--- src/rtl/bram_read_arbiter.sv ---
// Round-robin arbiter sharing one BRAM read port among N_REQ clients, with a one-hot tag pipeline routing data back.
// Optional saturating stall counter (port stall_count_o) exists only when BRAM_ARB_STALL_COUNT_EN is defined.
module bram_read_arbiter #(
  parameter int N_REQ        = 2,
  parameter int ADDR_WIDTH   = 9,
  parameter int DATA_WIDTH   = 64,
  parameter int BRAM_LATENCY = 1,
  parameter int CNT_WIDTH    = 32
) (
  input  logic                        clk_i,
  input  logic                        rst_i,
  input  logic                        enable_i,
  input  logic [N_REQ-1:0]            req_valid_i,
  output logic [N_REQ-1:0]            req_ready_o,
  input  logic [N_REQ*ADDR_WIDTH-1:0] req_addr_i,
  output logic [N_REQ-1:0]            resp_valid_o,
  output logic [DATA_WIDTH-1:0]       resp_data_o,
  output logic [ADDR_WIDTH-1:0]       bram_r_addr_o,
  output logic                        bram_r_valid_o,
  input  logic [DATA_WIDTH-1:0]       bram_r_i
`ifdef BRAM_ARB_STALL_COUNT_EN
  ,
  output logic [CNT_WIDTH-1:0]        stall_count_o
`endif
);

  localparam int PTR_W = (N_REQ > 1) ? $clog2(N_REQ) : 1;

  if (N_REQ < 2 || N_REQ > 8) begin : g_bad_n_req
    $error("bram_read_arbiter: N_REQ must be in 2..8");
  end
  if (BRAM_LATENCY < 1 || BRAM_LATENCY > 3) begin : g_bad_latency
    $error("bram_read_arbiter: BRAM_LATENCY must be in 1..3");
  end
  if (CNT_WIDTH < 1) begin : g_bad_cnt_width
    $error("bram_read_arbiter: CNT_WIDTH must be at least 1");
  end

  logic [PTR_W-1:0]      ptr_q, ptr_d;
  logic [PTR_W-1:0]      gnt_idx;
  logic [PTR_W:0]        scan_idx;
  logic                  gnt_found;
  logic [N_REQ-1:0]      gnt_vec;
  logic [ADDR_WIDTH-1:0] addr_mux;
  logic [N_REQ-1:0]      tag_q [BRAM_LATENCY];

  // Scan starts at ptr_q and wraps; the first valid requester wins.
  always_comb begin
    gnt_found = 1'b0;
    gnt_idx   = '0;
    scan_idx  = '0;
    for (int i = 0; i < N_REQ; i++) begin
      scan_idx = {1'b0, ptr_q} + (PTR_W+1)'(i);
      if (scan_idx >= (PTR_W+1)'(N_REQ)) begin
        scan_idx = scan_idx - (PTR_W+1)'(N_REQ);
      end
      if (!gnt_found && enable_i && req_valid_i[scan_idx[PTR_W-1:0]]) begin
        gnt_found = 1'b1;
        gnt_idx   = scan_idx[PTR_W-1:0];
      end
    end
  end

  always_comb begin
    gnt_vec  = '0;
    addr_mux = '0;
    for (int j = 0; j < N_REQ; j++) begin
      if (gnt_found && (gnt_idx == PTR_W'(j))) begin
        gnt_vec[j] = 1'b1;
        addr_mux   = req_addr_i[j*ADDR_WIDTH +: ADDR_WIDTH];
      end
    end
  end

  always_comb begin
    ptr_d = ptr_q;
    if (gnt_found) begin
      ptr_d = (gnt_idx == PTR_W'(N_REQ-1)) ? '0 : gnt_idx + 1'b1;
    end
  end

  always_ff @(posedge clk_i) begin
    if (!rst_i) begin
      ptr_q <= '0;
    end else begin
      ptr_q <= ptr_d;
    end
  end

  // Tags keep flowing while enable_i is low so in-flight reads still complete.
  always_ff @(posedge clk_i) begin
    if (!rst_i) begin
      for (int k = 0; k < BRAM_LATENCY; k++) begin
        tag_q[k] <= '0;
      end
    end else begin
      tag_q[0] <= gnt_vec;
      for (int k = 1; k < BRAM_LATENCY; k++) begin
        tag_q[k] <= tag_q[k-1];
      end
    end
  end

  assign req_ready_o    = gnt_vec;
  assign bram_r_valid_o = gnt_found;
  assign bram_r_addr_o  = addr_mux;
  assign resp_valid_o   = tag_q[BRAM_LATENCY-1];
  assign resp_data_o    = bram_r_i;

`ifdef BRAM_ARB_STALL_COUNT_EN
  logic                 stall_cycle;
  logic [CNT_WIDTH-1:0] stall_q, stall_d;

  assign stall_cycle = |(req_valid_i & ~gnt_vec);

  always_comb begin
    stall_d = stall_q;
    if (stall_cycle && (stall_q != '1)) begin
      stall_d = stall_q + 1'b1;
    end
  end

  always_ff @(posedge clk_i) begin
    if (!rst_i) begin
      stall_q <= '0;
    end else begin
      stall_q <= stall_d;
    end
  end

  assign stall_count_o = stall_q;
`endif

endmodule

--- config.mk ---
export PLATFORM = sky130hd
export DESIGN_NAME = bram_read_arbiter
export DESIGN_NICKNAME = d
export VERILOG_FILES = /design/src/rtl/bram_read_arbiter.sv
export SDC_FILE = /design/constraint.sdc
export NUM_CORES = 1
export LEC_CHECK = 0
export BUFFER_PORTS_ARGS = -buffer_cell sky130_fd_sc_hd__buf_4
export CAP_MARGIN = 25
export CORE_AREA = 2 2 64 66
export CTS_CLUSTER_DIAMETER = 40
export CTS_CLUSTER_SIZE = 28
export DETAILED_ROUTE_END_ITERATION = 10
export DIE_AREA = 0 0 66 68
export PLACE_DENSITY = 0.73
export RECOVER_POWER = 50
export SLEW_MARGIN = 20
export SYNTH_ARGS = -nofsm -noshare
export SYNTH_HDL_FRONTEND = slang
export SYNTH_SLANG_ARGS = --single-unit
--- constraint.sdc ---
create_clock -name clk_i -period 2.8 [get_ports clk_i]
set_input_delay 0.28 -clock clk_i [delete_from_list [all_inputs] [get_ports clk_i]]
set_output_delay 0.28 -clock clk_i [all_outputs]
set_load 0.01 [all_outputs]
== After elaboration in Yosys (flattened, before gate mapping) ==
Memories as Yosys holds them, arrays and structs flattened.
Cells that the tools add are included.

* Bitwise gates (word level): 1
* Reductions and logical operators: 7
* Order comparisons: 4
* Add/subtract/negate cells: 4
* Multiplexer cells: 19

{| class="wikitable"
|+ Operators by type and width
! kind !! count
|-
| $mux 9 || 2
|-
| $mux 1 || 16
|-
| $logic_and 1x1->1 || 5
|-
| $lt 1x2->1 const B || 2
|-
| $add 1x1->2 const B || 1
|-
| $ge 1x2->1 const B || 1
|-
| $ge 2x2->1 const B || 1
|-
| $mux 2 || 1
|-
| $reduce_or 2->1 || 1
|-
| $sub 1x1->1 const B || 2
|-
| $add 1x1->1 const B || 1
|-
| $logic_not 1->1 || 1
|-
| $not 1->1 || 1
|}

* Word-level logic and storage cells: 37
* Bits in writable memories: 2
* Input bits: 87
* Output and inout port bits: 78
* Memories kept: 1
* Register bits: 1

{| class="wikitable"
|+ Memories
! name !! words !! bits a word !! read ports !! clocked after Yosys merged registers in !! write ports !! line !! RTL
|-
| tag_q || 1 || 2 || 1 || 0 || 1 || 45 || <nowiki>logic [N_REQ-1:0] tag_q [BRAM_LATENCY];</nowiki>
|}

== Depth between registers and ports, before layout ==
Gate-level depths: netlist (run 1).

* Depth in word-level cells: 14
* Depth in mapped cells: 3
* Mapped depth without buffers: 3

== Worst setup path before layout (run 1) ==
OpenSTA, ideal clock, no wires.

* Path type: reg-to-output
* Start point: register ptr_q
* End point: output port bram_r_addr_o[0]
* Arrival time: 0.852 ns
* Cell stages (with the launch flop): 4
* Data required time: 2.520 ns
* Buffers on the path: 0
* Slack: 1.668 ns
* Cells stage by stage: dfxtp_1 nand2b_1 nand2_2 o22ai_1

* Cells in the longest elaborated chain, start to end: 14
* Elaborated cells on any way between the ends: 24
* Those cells by class: 3 x add/sub; 2 x order compare; 12 x mux; 1 x bitwise; 6 x reduce/logical

{| class="wikitable"
|+ Ends and longest elaborated chain
! what !! line !! RTL
|-
| start, declared || 39 || <nowiki>logic [PTR_W-1:0] ptr_q, ptr_d;</nowiki>
|-
| start signal, assigned || 86 || <nowiki>ptr_q <= ptr_d;</nowiki>
|-
| $ge 1x2->1 or $sub 1x1->1 (tied branches) || 54, 55 ||
|-
| $mux 1 || 54 || <nowiki>if (scan_idx >= (PTR_W+1)'(N_REQ)) begin</nowiki>
|-
| $mux 1 (implied by the code) (2 in a row) || 57 || <nowiki>if (!gnt_found && enable_i && req_valid_i[scan_idx[PTR_W-1:0]]) begin</nowiki>
|-
| $logic_and 1x1->1 || 57 ||
|-
| $mux 1 || 57 ||
|-
| $logic_not 1->1 || 57 ||
|-
| $logic_and 1x1->1 (2 in a row) || 57 ||
|-
| $mux 1 || 57 ||
|-
| $not 1->1 || 68 || <nowiki>if (gnt_found && (gnt_idx == PTR_W'(j))) begin</nowiki>
|-
| $logic_and 1x1->1 || 68 ||
|-
| $mux 9 || 68 ||
|-
| $mux 9 * || 68 ||
|-
| end, declared || 18 || <nowiki>output logic [ADDR_WIDTH-1:0] bram_r_addr_o,</nowiki>
|}

Every way passes the cells marked *; elsewhere a longest branch is shown, timed or not. The select of a mux whose other input is x is not followed.

== Worst setup path in the final report (run 1) ==
* Start point: register ptr_q
* End point: output port bram_r_addr_o[7]

The elaborated chain is that of the path after synthesis.

==> flow_summary_export.csv, run 1 <==
group,metric,value,unit
status,outcome,"finished clean",
setup_path,crit_type,"flop to output port",
cells_and_area,post-route-util,0.1661,
global_route,grt_pass1_vias,481,
synth,yosys_warnings,0,
placed_design,place_hpwl,1543,um
clock_tree,clkTransAtPathRegs,0.03,ns
timing,slew_viol_final,0,
die,start_util,0.1960,
die,die_y,68,um
timing,period_share,0.5596,
cells_and_area,n_antenna_cell,0,
clock_tree,cts_tree,"built",
synth,yosys_register_bits,3,
global_route,gr-total-overflow,0,
clock_tree,post_cts_resized,0,
clock_tree,clkLatencyLatePin,0.22,ns
drt,firstDrtPassIters,4,
drt,drt-initial-drc-count,13,
die,rows,23,
setup_path,critPathMaxFanout,9,
timing,min_period,1.567,ns
power_and_ir_drop,power_density,394.1,nW/um^2
synth,ys_types,13,
drt,antenna_left,0,
power_and_ir_drop,p_sw,65.81,uW
setup_path,cp.arrival,1.29,ns
die,io-pin-count,165,
clock_tree,cts_made_buffers,3,
clock_tree,clock_path_buffers,2,
timing,fmax,638.3,MHz
drt,wire_per_inst,14.76,um
clock_tree,cts_setup_buffers,0,
die,fp.dieW,66,um
power_and_ir_drop,power_frac_seq,0.183,
global_route,grtUsageTotal,0.07953,
cells_and_area,syn2layout_area_growth,-15.23,%
timing,tightest_slew,0.4089,ns
timing,rsz0062_at_grt,"no",
power_and_ir_drop,p_leak,0.3105,nW
setup_path,crit_required,2.52,ns
clock_tree,postCtsHoldBufs,0,
global_route,grt_max_degree,23,
clock_tree,cts-root-buf,"clkbuf_8",
placed_design,placement.io_buffers,36,
synth,avgSynthCellArea,6.933,um^2
synth,synthesis.nets,196,
clock_tree,cts_sinks,3,
timing,hold_violations,0,
die,core_area,3856,um^2
clock_tree,htreeDepth,1,
power_and_ir_drop,pwr-share-clk,0.497,
timing,slew_headroom,0.7267,
placed_design,place_congestion,0.5463,
drt,vias,536,
timing,setup_violations,0,
synth,yosysSeqAreaShare,0.07947,
cells_and_area,drive_gt1_frac,0.4940,
drt,drc_errors,0,
global_route,antenna_found_initial,0,
setup_path,startpoint_type,"flop",
timing,fin_tns_setup,0,ns
power_and_ir_drop,swShare,0.2607,
job,maxCapViolCount,0,
drt,routed_wl,1963,um
timing,fin_worst_skew,0.001340,ns
min_path,hp-class,"input pin to flop",
drt,vias_per_cell,4.030,
setup_path,endpoint_kind,"output port",
synth,synth_area,755.7,um^2
power_and_ir_drop,p_comb_frac,0.320,
cells_and_area,fin_nets,171,
power_and_ir_drop,internal_power,186.7,uW
synth,syn-instance-count,109,
global_route,grt_pass1_wl,2539,um
die,die_area,4488,um^2
power_and_ir_drop,peakVddDrop,0.00007227,V
[synth_stat cells]
| library cell | number | share of area |
|---|---|---|
| and3_4 | 1 | 0.015 |
| buf_2 | 1 | 0.0066 |
| nor2_1 | 1 | 0.0050 |
| dfxtp_1 | 3 | 0.079 |
| and2_1 | 2 | 0.017 |
| a21boi_0 | 1 | 0.0099 |
| nand2_1 | 21 | 0.10 |
| o21a_1 | 2 | 0.020 |
| nand2b_1 | 1 | 0.0083 |
| buf_4 | 65 | 0.65 |
| o22ai_1 | 9 | 0.074 |
| a21oi_1 | 1 | 0.0066 |
| nand2_2 | 1 | 0.0083 |
[metal layers]
| layer | wire (um) | vias up | global-route usage |
|---|---|---|---|
| li1 | - | 232 | - |
| met1 | 615 | 221 | 0.07451 |
| met2 | 887 | 61 | 0.1250 |
| met3 | 337 | 22 | 0.04605 |
| met4 | 123 | 0 | 0.06888 |
| met5 | 0 | - | 0 |
[flip-flops by register name (all words and copies together), names as in the netlist]
register,flops
ptr_q,1
tag_q,2
[kinds of logic (layout without fill, tap and decap cells)]
group / count (synthesis) / count (layout) / share of synthesized area
compound gates: 13 / 13 / 0.1109
simple gates: 27 / 27 / 0.1573
buf+inv: 66 / 40 / 0.6523
flops: 3 / 3 / 0.07947
[critical path, cell delays in order (launching register included)]
cell,delay (ns)
dfxtp_1,0.36
nand2b_1,0.16
nand2_2,0.18
o22ai_1,0.22
buf_4,0.15
[power groups by stage]
stage,combinational (mW),sequential [mW],clock [mW]
after global placement,0.0814,0.0467,0
after global routing,0.0893,0.0465,0.132
after detailed placement,0.0825,0.0468,0
after floorplan,0.126,0.0472,0
after CTS,0.0827,0.0462,0.130
final,0.0808,0.0463,0.125
[layout by cell type (no fill, tap or decap)]
master    instances
o21a_1            2
clkbuf_1          1
nand2_1          21
a21oi_1           1
dfxtp_1           3
a21boi_0          1
clkbuf_8          3
buf_4            36
o22ai_1           9
and3_4            1
and2_1            2
nand2b_1          1
nand2_2           1
nor2_1            1
[layout make-up]
class	count	area, um^2
clock buffers	4	45.04
fillers	468	3216
multi-input cells	40	202.7
flip-flops and latches	3	60.06
well taps	50	62.56
repair buffers	36	270.3
[through the flow]
| stage | area, um^2 | cells | power (mW) | setup WS, ns | hold slack (ns) |
|---|---|---|---|---|---|
| finish | 640.6 | 133 | 0.2525 | 1.233 | 0.2793 |
| global route | 640.6 | 133 | 0.2682 | 1.121 | 0.2913 |
| CTS | 640.6 | 133 | 0.2587 | 1.208 | 0.2772 |
| detailed placement | 595.6 | 129 | 0.1293 | 1.390 | 0.5018 |
| global placement | 595.6 | 129 | 0.1281 | 1.398 | 0.4994 |
| floorplan | 755.7 | 109 | 0.1734 | 1.668 | 0.3975 |
[worst paths after layout]
path         startpoint                to  slack (ns)  depth (start not counted)
max reg2reg       ptr_q       tag_q[0][1]        1.85                          3
min reg2reg       ptr_q             ptr_q        0.56                          2
max               ptr_q  bram_r_addr_o[7]        1.23                          4
min               rst_i             ptr_q        0.28                          2
(Power assumes the default switching activity.)
==> run 2, diff against run 1 <==
--- a/config.mk
+++ b/config.mk
@@ -5,6 +5,7 @@
 export SDC_FILE = /design/constraint.sdc
 export NUM_CORES = 1
 export LEC_CHECK = 0
+export ABC_AREA = 1
 export BUFFER_PORTS_ARGS = -buffer_cell sky130_fd_sc_hd__buf_4
 export CAP_MARGIN = 25
 export CORE_AREA = 2 2 64 66
@@ -12,7 +13,7 @@
 export CTS_CLUSTER_SIZE = 28
 export DETAILED_ROUTE_END_ITERATION = 10
 export DIE_AREA = 0 0 66 68
-export PLACE_DENSITY = 0.73
+export PLACE_DENSITY = 0.77
 export RECOVER_POWER = 50
 export SLEW_MARGIN = 20
 export SYNTH_ARGS = -nofsm -noshare
==> constraint.sdc (replaced) <==
create_clock -name clk_i -period 1.4 [get_ports clk_i]
set_input_delay 0.14 -clock clk_i [delete_from_list [all_inputs] [get_ports clk_i]]
set_output_delay 0.14 -clock clk_i [all_outputs]
set_load 0.01 [all_outputs]
==> run 2 against run 1 <==
  * Final area rose by 3.9%
  * Total power rose by 110%
  * Clock-buffer cell count did not move
  * Global-route usage rose by 0.14 points
  * Die area did not move
  * Critical path depth rose by 2
  * Critical path type unchanged
  * Critical endpoint is now bram_r_addr_o[3]
  * Highest routed layer unchanged
==> flow_summary_export.csv, run 2 <==
group,metric,value,unit
status,outcome,"finished clean",
synth,yosys_warnings,0,
synth,synthArstFlopShare,0,
min_path,worstHoldStart,"rst_i",
power_and_ir_drop,power_density,782.8,nW/um^2
drt,drc_errors,0,
drt,drt-initial-drc-count,1,
synth,ys_types,14,
setup_path,cp.arrival,1.16,ns
global_route,grtUsageTotal,0.08091,
clock_tree,clkLatencyLatePin,0.22,ns
die,core_area,3856,um^2
die,rows,23,
timing,slew_viol_final,0,
power_and_ir_drop,internal_power,375.1,uW
clock_tree,cts_sinks,3,
timing,slew_headroom,0.8052,
timing,setup_violations,0,
timing,rsz0062_at_grt,"no",
synth,netlist.area_leader.share,0.6038,
drt,vias,534,
placed_design,placement.io_buffers,36,
timing,tightest_slew,0.2915,ns
synth,syn-instance-count,114,
synth,synth_edf_count,0,
cells_and_area,layout_common_cells,"buf_4, nand3_1, nand2_1, nand4_1, inv_1",
min_path,min_delay_worst_endpoint,"ptr_q",
placed_design,place_congestion,0.6271,
cells_and_area,regMostFlops,"tag_q",
synth,synth_ff_type,"dfxtp_1",
min_path,hp-class,"input pin to flop",
cells_and_area,fin_nets,174,
timing,hold_violations,0,
setup_path,rr_endpoint,"ptr_q",
cells_and_area,top_regs,"tag_q x2, ptr_q x1",
timing,fin_ws,0.1040,ns
cells_and_area,drive_gt1_frac,0.5000,
cells_and_area,n_antenna_cell,0,
clock_tree,postCtsHoldBufs,0,
synth,synth_largest_area_cell,"buf_4",
timing,fin_worst_skew,0.002448,ns
global_route,grt_pass1_vias,509,
min_path,holdPathStages,3,
clock_tree,cts_tree,"built",
die,fp.dieW,66,um
cells_and_area,stdcell_area,665.6,um^2
drt,firstDrtPassIters,2,
setup_path,endpoint_kind,"output port",
die,io-pin-count,165,
timing,fin_tns_setup,0,ns
synth,synth_common_cells,"buf_4, nand2_1, nand3_1",
setup_path,rrSetupSlack,0.49,ns
die,die_area,4488,um^2
timing,fmax,771.6,MHz
global_route,antenna_found_initial,0,
global_route,grt_pass1_wl,2635,um
power_and_ir_drop,p_sw,146.0,uW
synth,synth_area_leaders,"buf_4, dfxtp_1, nand4_1, nand3_1, nand2_1",
synth,yosys_register_bits,3,
clock_tree,htreeDepth,1,
clock_tree,clock_path_buffers,2,
synth,yosys.cell_count.top_type,"buf_4",
synth,avgSynthCellArea,6.980,um^2
timing,min_period,1.296,ns
cells_and_area,largest_reg_flops,2,
clock_tree,clkTransAtPathRegs,0.03,ns
setup_path,worstRegToRegCells,5,
synth,synthesis.nets,201,
cells_and_area,final_common_cell,"buf_4",
setup_path,startpoint_type,"flop",
synth,synth_area,795.8,um^2
placed_design,place_hpwl,1587,um
setup_path,crit_type,"flop to output port",
power_and_ir_drop,p_leak,0.3612,nW
cells_and_area,syn2layout_area_growth,-16.35,%
power_and_ir_drop,pwr-share-clk,0.487,
global_route,gr-total-overflow,0,
drt,antenna_left,0,
drt,vias_per_cell,3.926,
global_route,grt_max_degree,14,
placed_design,placed_cell_area,615.6,um^2
job,maxCapViolCount,0,
power_and_ir_drop,swShare,0.2801,
power_and_ir_drop,peakVddDrop,0.0001308,V
power_and_ir_drop,p_comb_frac,0.335,
setup_path,critPathMaxFanout,13,
drt,wire_per_inst,14.21,um
die,die_y,68,um
die,start_util,0.2064,
setup_path,crit_required,1.26,ns
placed_design,dp_slack,0.2371,ns
clock_tree,cts_setup_buffers,0,
power_and_ir_drop,power_frac_seq,0.178,
clock_tree,cts_made_buffers,3,
drt,routed_wl,1933,um
timing,period_share,0.9257,
synth,yosysSeqAreaShare,0.07547,
setup_path,crit-reg2reg-launch,"ptr_q",
clock_tree,cts-root-buf,"clkbuf_8",
-- run 2: layout make-up --
cell class                 count  area (um^2)
clock buffer                   4        45.04
tap                           50        62.56
sequential                     3        60.06
inverter                       5        18.77
fill                         462         3191
multi-input combinational     38        209.0
timing repair buffer          36        270.3
-- run 2: worst max-delay path by stage --
stage	start	end	slack [ns]	cells past startpoint
2_1_floorplan	ptr_q	req_ready_o[1]	0.43	5
3_3_place_gp	ptr_q	bram_r_addr_o[3]	0.24	6
3_5_place_dp	ptr_q	bram_r_addr_o[3]	0.24	6
4_1_cts	ptr_q	bram_r_addr_o[3]	0.08	6
5_1_grt	ptr_q	bram_r_addr_o[3]	0.003	6
6_report	ptr_q	bram_r_addr_o[3]	0.10	6
-- run 2: per-layer routing --
metal / vias to the layer above / share of wire / track usage
met2: 36 / 0.48 / 0.1263
met3: 30 / 0.17 / 0.05263
met5: - / 0 / 0
li1: 246 / - / -
met4: 0 / 0.081 / 0.1097
met1: 222 / 0.27 / 0.05784
-- run 2: through the flow --
step	instances	power, mW	hold WS [ns]	utilization
after detailed placement	132	0.2685	0.2801	0.1596
after global placement	132	0.2659	0.2801	0.1596
final	136	0.5211	0.1679	0.1726
after floorplan	114	0.3629	0.2710	-
after CTS	136	0.5321	0.1668	0.1726
after global routing	136	0.5505	0.1810	0.1726
-- run 2: power by group through the flow --
stage          registers (mW)  clock network (mW)  logic, mW
4_1_cts                0.0926               0.262      0.178
2_1_floorplan          0.0947                   0      0.268
5_1_grt                0.0928               0.266      0.191
3_3_place_gp           0.0936                   0      0.172
6_report               0.0927               0.254      0.175
3_5_place_dp           0.0936                   0      0.175
-- run 2: critical path, stage by stage (launching register included) --
cell,delay (ns)
dfxtp_1,0.30
inv_1,0.08
nand2_4,0.09
nand2_4,0.16
nand3_1,0.10
nand2_1,0.09
buf_4,0.11
-- run 2: cells by family after synthesis --
kind of cell	count (synthesis)	synth area share
and+or+nand+nor	37	0.2500
DFF	3	0.07547
AOI/OAI and AO/OA	1	0.006283
buffers and inverters	73	0.6682
-- run 2: repair_timing --
item	CTS	global route
resized for setup	1	0
setup endpoints to repair	1	0
endpoints found under the hold margin	0	0
